## src/rtl/sprite_overlay_ctrl.sv

```systemverilog
// Keyed-sprite overlay stage: addresses an external sprite ROM and composites its pixel over the background.
// Optional frame-counted blinking is compiled in with `define SPRITE_BLINK_EN.
module sprite_overlay_ctrl #(
    parameter int          W          = 24,
    parameter int          H          = 11,
    parameter int          ROW_W      = 4,
    parameter int          COL_W      = 5,
    parameter int          ROM_LAT    = 1,
    parameter int          SCALE_LOG2 = 0,
    parameter logic [11:0] KEY        = 12'hFFF,
    parameter logic [9:0]  X_RST      = 10'd265,
    parameter logic [9:0]  Y_RST      = 10'd277,
    parameter int          BLINK_FR   = 30
) (
    input  logic             clk,
    input  logic             rst,
    input  logic             en,
    input  logic             bright,
    input  logic [9:0]       hCount,
    input  logic [9:0]       vCount,
    input  logic [9:0]       x_pos,
    input  logic [9:0]       y_pos,
    input  logic [11:0]      background,
    output logic [ROW_W-1:0] rom_row,
    output logic [COL_W-1:0] rom_col,
    input  logic [11:0]      rom_color,
    output logic [11:0]      rgb,
    output logic             sprite_hit
);

    localparam logic [10:0] WIN_W = 11'(W << SCALE_LOG2);
    localparam logic [10:0] WIN_H = 11'(H << SCALE_LOG2);

    typedef enum logic {
        S_OFF = 1'b0,
        S_ON  = 1'b1
    } state_t;

    state_t      state, state_nxt;
    logic        frame_start;
    logic [9:0]  x_q, y_q, x_eff, y_eff;
    logic [10:0] dx, dy;
    logic        visible;
    logic        win;

    logic [ROM_LAT-1:0] win_sr;
    logic [ROM_LAT-1:0] bright_sr;
    logic [11:0]        bg_sr [ROM_LAT];

    // The frame_start pixel already uses the new state and position, so a
    // frame switches cleanly at (0,0) with no one-pixel lag.
    always_comb begin
        frame_start = (hCount == 10'd0) && (vCount == 10'd0);
        state_nxt   = state;
        if (frame_start) begin
            state_nxt = en ? S_ON : S_OFF;
        end
        x_eff = frame_start ? x_pos : x_q;
        y_eff = frame_start ? y_pos : y_q;
    end

    always_ff @(posedge clk) begin
        if (!rst) begin
            state <= S_OFF;
            x_q   <= X_RST;
            y_q   <= Y_RST;
        end else begin
            state <= state_nxt;
            if (frame_start) begin
                x_q <= x_pos;
                y_q <= y_pos;
            end
        end
    end

`ifdef SPRITE_BLINK_EN
    logic [7:0] blink_cnt, blink_cnt_nxt;

    always_comb begin
        blink_cnt_nxt = blink_cnt;
        if (frame_start) begin
            blink_cnt_nxt = (state == S_ON && state_nxt == S_ON) ? blink_cnt + 8'd1 : 8'd0;
        end
        visible = (((32'(blink_cnt_nxt) / BLINK_FR) % 2) == 0);
    end

    always_ff @(posedge clk) begin
        if (!rst) begin
            blink_cnt <= 8'd0;
        end else begin
            blink_cnt <= blink_cnt_nxt;
        end
    end
`else
    always_comb begin
        visible = 1'b1;
    end
`endif

    // 11-bit differences: a pixel left of/above the sprite wraps to a huge value,
    // so one unsigned compare covers both bounds and right-edge clipping.
    always_comb begin
        dx      = {1'b0, hCount} - {1'b0, x_eff};
        dy      = {1'b0, vCount} - {1'b0, y_eff};
        win     = (state_nxt == S_ON) && visible && (dx < WIN_W) && (dy < WIN_H);
        rom_col = COL_W'(dx >> SCALE_LOG2);
        rom_row = ROW_W'(dy >> SCALE_LOG2);
    end

    always_ff @(posedge clk) begin
        if (!rst) begin
            win_sr    <= '0;
            bright_sr <= '0;
            for (int i = 0; i < ROM_LAT; i++) begin
                bg_sr[i] <= 12'd0;
            end
        end else begin
            win_sr[0]    <= win;
            bright_sr[0] <= bright;
            bg_sr[0]     <= background;
            for (int i = 1; i < ROM_LAT; i++) begin
                win_sr[i]    <= win_sr[i-1];
                bright_sr[i] <= bright_sr[i-1];
                bg_sr[i]     <= bg_sr[i-1];
            end
        end
    end

    always_ff @(posedge clk) begin
        if (!rst) begin
            rgb        <= 12'd0;
            sprite_hit <= 1'b0;
        end else if (!bright_sr[ROM_LAT-1]) begin
            rgb        <= 12'd0;
            sprite_hit <= 1'b0;
        end else if (win_sr[ROM_LAT-1] && rom_color != KEY) begin
            rgb        <= rom_color;
            sprite_hit <= 1'b1;
        end else begin
            rgb        <= bg_sr[ROM_LAT-1];
            sprite_hit <= 1'b0;
        end
    end

endmodule

```

## config.mk

```make
export PLATFORM = sky130hd
export DESIGN_NAME = sprite_overlay_ctrl
export DESIGN_NICKNAME = d
export VERILOG_FILES = /design/src/rtl/sprite_overlay_ctrl.sv
export SDC_FILE = /design/constraint.sdc
export NUM_CORES = 1
export LEC_CHECK = 0
export ABC_AREA = 1
export CAP_MARGIN = 10
export CORE_UTILIZATION = 45
export CTS_CLUSTER_DIAMETER = 80
export CTS_CLUSTER_SIZE = 20
export DETAILED_ROUTE_END_ITERATION = 16
export PLACE_DENSITY = 0.84
export SYNTH_ARGS = -nofsm -noshare
export SYNTH_HDL_FRONTEND = slang
export SYNTH_SLANG_ARGS = --single-unit
```

## constraint.sdc

```tcl
create_clock -name clk -period 6.3 [get_ports clk]
set_input_delay 0.63 -clock clk [delete_from_list [all_inputs] [get_ports clk]]
set_output_delay 0.63 -clock clk [all_outputs]
set_load 0.01 [all_outputs]
```

# Word level (Yosys, flattened, before mapping)
# Memory sizes are Yosys's and may differ from the RTL's.
# Index checks and enable logic that the tools add are counted.
totals:
  regBits: 36
  mem_bits_rw: 12
  elab_cells: 31
  mem_count: 1
  inputBits: 68
op_classes:
  n_mux: 10
  eq_ne: 1
  n_lt_le_gt_ge: 2
  reduce_logical: 8
  add_sub_neg: 2
mem_list:
  columns: ["memory", "words", "word_bits", "read_ports", "rd_clocked_by_memory_dff", "write_ports", "line", "source"]
  rows:
  - ["bg_sr", 1, 12, 1, 0, 1, "48", "logic [11:0] bg_sr [ROM_LAT];"]
ops:
  columns: ["cell", "count"]
  rows:
  - ["$mux W12", 2]
  - ["$sub A10 B10 Y11", 2]
  - ["$logic_not A10 Y1", 2]
  - ["$mux W10", 2]
  - ["$ne A12 B12 Y1 const B", 1]
  - ["$reduce_or A12 Y1", 1]
  - ["$lt A11 B4 Y1 const B", 1]
  - ["$lt A11 B5 Y1 const B", 1]
  - ["$mux W1", 6]
  - ["$logic_and A1 B1 Y1", 4]
  - ["$reduce_and A2 Y1", 1]

# Logic depth before layout (Yosys ltp)
logic_depth:
  word_depth: 7
  depth_mapped: 23
  depth_no_buf: 22

# Worst setup path after synthesis
# Ideal clock, no wire load.
synth_timing:
  path_kind: "input port to output port"
  start: "input vCount[5]"
  end: "output rom_col[4]"
  cell_stages: 15
  t_required_ns: 5.670
  arrival_ns: 2.637
  setup_slack_ns: 3.033
  path_buffers: 2
  cell_sequence: "nor2_1 -> nand2_2 -> nor2_4 -> nand3_4 -> buf_6 -> buf_2 -> nand2_1 -> nand2_1 -> ha_1 -> fa_1 -> o21bai_1 -> nand2_1 -> nand2_2 -> nand2_1 -> nand2_1"
synth_between:
  elab_chain_len: 4
synth_lines:
  columns: ["element", "line", "source"]
  rows:
  - ["start: declaration", "20", "input logic [9:0] vCount,"]
  - ["$logic_not A10 Y1", "53", "frame_start = (hCount == 10'd0) && (vCount == 10'd0);"]
  - ["$logic_and A1 B1 Y1", "53", null]
  - ["$mux W10", null, null]
  - ["net x_eff[0]", "41", "logic [9:0] x_q, y_q, x_eff, y_eff;"]
  - ["$sub A10 B10 Y11", "103", "dx = {1'b0, hCount} - {1'b0, x_eff};"]
  - ["end: declaration", "25", "output logic [COL_W-1:0] rom_col,"]
# The timed path passes the listed nets, and every way through them passes these cells.

# Worst setup path after layout
layout_timing:
  start: "input vCount[8]"
  end: "output rom_col[4]"
# The elaborated chain is that of the path after synthesis.

==> impl_metrics.toml <==
[worst_setup_path]
critical_path.max_fanout = 23
cpMostUsedCell = "sky130_fd_sc_hd__nand2_1"
slowest_stage = "sky130_fd_sc_hd__clkdlybuf4s50_1"
start_kind = "input port"
r2r-start = "x_q[1]$_SDFF_PN0_"
timing.reg2reg.worst_path_depth = 15
endpoint_kind = "output pin"
cp_cell_sequence = "clkdlybuf4s50_1, nor2_1, and2_1, nand3_4, o21ai_0, inv_1, fa_1, o21bai_1, nand2_1, nand2_2, nand2_1, nand2_1, clkdlybuf4s50_1"
critical_path.startpoint = "vCount[8]"
crit-reg2reg-capture = "win_sr$_SDFF_PN0_"
setup.reg_to_reg.worst_slack_ps = 3940
timing.critical_path.required_ps = 5670
max_stage_delay_ps = 530
path_class = "input port to output pin"
endpoint = "rom_col[4]"
cp_data_arrival_time_ps = 3940

[sta]
finalCritPeriodShare_pct = 72.5
achievable-frequency_mhz = 219
final_hold_viol_count = 0
rsz0062_at_grt = "false"
timing_max_transition_violations_final = 0
fin_ws_ps = 1730
setup_tns_ps = 0
maxSlewHeadroom_pct = 68.0
worst-slew-pin-transition_ps = 480
fin_worst_skew_ps = 6.31
setup-violations-final = 0
post-route-min-period_ps = 4570

[run_status]
run_status = "finished, final reports clean"

[placed_design]
routabilityCongestion = 0.923
dp_hpwl_mm = 5.97
dpl_cell_area_um2 = 3860
port_buffers = 89
place_worst_setup_slack_ps = 1720

[die]
die_area_um2 = 6790
fp.dieH_um = 82.4
top_level_ports = 90
placement_rows = 28
floorplan.initialDensity_pct = 48.0
chipWidth_um = 82.4
core_um2 = 6060

[layout]
fillers = 510
final_cell_mix = "sky130_fd_sc_hd__nand2_1 (103), sky130_fd_sc_hd__clkdlybuf4s50_1 (89), sky130_fd_sc_hd__nor2_1 (66)"
mostFrequentLayoutCell = "sky130_fd_sc_hd__nand2_1"
syn_to_final_growth_pct = 37.2
layout-drive-gt1-share_pct = 6.55
num-nets-final = 606
antenna-diode-count = 0
stdcell_area_um2 = 3990

[clocking]
ctsRootBufferMaster = "sky130_fd_sc_hd__clkbuf_8"
cts.sink_count = 48
post_cts_resize_count = 0
insertion_delay_ps = 280
ctsHoldBuffers = 0
cts.reportedPaths.clkPinSlew_ps = 80
tritoncts = "built"
ctsLongestPathBuffers = 2
htreeDepth = 2
cts_made_buffers = 5
setup_fix_buffers_added_after_clock_tree_synthesis = 0

[detailed_routing]
drt-vias-per-instance = 5.01
drc = 0
routedWlPerCell_um = 12.4
detailedRoute.firstPassIterationCount = 5
dr_total_vias = 2975
detailedRoute.firstIterationViolations = 148
drt.antenna.violating_nets = 0
routed_wirelength_mm = 7.39

[grt]
number_of_global_route_vias_before_repair = 2754
gr-usage-all-layers_pct = 22.5
grt_max_degree = 24
number_of_antenna_violations_at_the_first_check_in_global_routing = 0
overflow = 0
global_route_wire_length_before_repair_mm = 11.8

[yosys]
synth_top_area_cell = "sky130_fd_sc_hd__dfxtp_1"
yosysSeqAreaShare_pct = 33.0
postSynthCellCount = 430
synth-main-ff-cell = "sky130_fd_sc_hd__dfxtp_1"
syn-cell-area_um2 = 2910
ys_types = 32
yosys_register_bits = 48
synth_top_cells_by_area = "sky130_fd_sc_hd__dfxtp_1 (33%), sky130_fd_sc_hd__nand2_1 (13%), sky130_fd_sc_hd__nor2_1 (8.5%), sky130_fd_sc_hd__inv_1 (8.0%), sky130_fd_sc_hd__ha_1 (7.7%)"
async_flop_share_pct = 0
yosys.area.top_type_share_pct = 33.0
synth-edff-count = 0
synth_fp_nets = 517
yosys_warnings = 0
post_syn_area_per_cell_um2 = 6.76

[pwr]
cellPowerDensity_nw_per_um2 = 176
p_leak_nw = 2.03
peakVddDrop_mv = 0.143

[job]
maxCapViolCount = 0

[hold_path]
hp_class = "flip-flop to flip-flop"
==> per-layer routing <==
metal	global-route usage, %	vias to the layer above	wire, um
met2	37.7	102	3410
met3	3.52	14	564
met5	0	-	0
met1	29.1	1319	3280
met4	8.07	0	146
li1	-	1540	-
==> worst min-delay path by stage <==
stage | to | from | cells past startpoint
after detailed placement | rgb[3]$_SDFF_PN0_ | bg_sr[0][3]$_SDFF_PN0_ | 2
after global routing | rgb[3]$_SDFF_PN0_ | bg_sr[0][3]$_SDFF_PN0_ | 2
final | rgb[3]$_SDFF_PN0_ | bg_sr[0][3]$_SDFF_PN0_ | 2
after global placement | rgb[3]$_SDFF_PN0_ | bg_sr[0][3]$_SDFF_PN0_ | 2
after CTS | rgb[3]$_SDFF_PN0_ | bg_sr[0][3]$_SDFF_PN0_ | 2
after floorplan | rgb[3]$_SDFF_PN0_ | bg_sr[0][3]$_SDFF_PN0_ | 2
==> critical path, delay by kind of cell <==
kind                       cells  cell delay (ps)
and+or+nand+nor                7             1120
buffers and inverters          3             1080
AOI/OAI and AO/OA              2              640
adders and majority gates      1              440
==> synthesized netlist by cell type, drive strengths merged (2+ instances only) <==
cell type    n
a21oi       16
o21ai       15
nor3         6
nand3       32
clkbuf       6
inv         65
nand2      115
and2         2
nand3b       3
ha          18
mux2i       14
nand4       13
dfxtp       48
nor2        69
buf          2
==> logic make-up (layout without fill, tap and decap cells) <==
family	after synthesis	in the layout	synth area share, %
simple gates	242	242	37.7
buf+inv	73	162	9.72
flops	48	48	33.0
compound gates	33	33	5.98
fa+ha+maj	19	19	8.43
mux	14	14	4.82
xor+xnor	1	1	0.301
==> power by group <==
group	leakage [nW]	internal [mW]	switching, mW
sequential	0.391	0.309	0.00144
clock	0.0642	0.156	0.0937
combinational	1.58	0.0751	0.0682
==> state kept, by name, indices dropped and copies added, names as in the netlist <==
register    count
rgb            12
y_q            10
win_sr          1
bright_sr       1
x_q            10
sprite_hit      1
bg_sr          12
state           1
==> cell type report <==
type	count	area (um2)	area share (%)
Tap cell	75	93.8	2.35
Clock inverter	2	60.1	1.51
Timing Repair Buffer	90	898	22.5
Inverter	65	244	6.11
Clock buffer	5	68.8	1.72
Sequential cell	48	961	24.1
Multi-Input combinational cell	309	1660	41.7
==> metrics by stage <==
stage	total power, mW	hold WS [ps]	utilization (%)	std cells
final	0.703	454	65.8	594
after global routing	0.738	464	65.8	594
after CTS	0.707	455	65.8	594
after detailed placement	0.458	443	63.7	587
after global placement	0.457	435	63.7	587
after floorplan	0.385	430	-	430
Note: power is estimated with default switching activity, not from simulation.
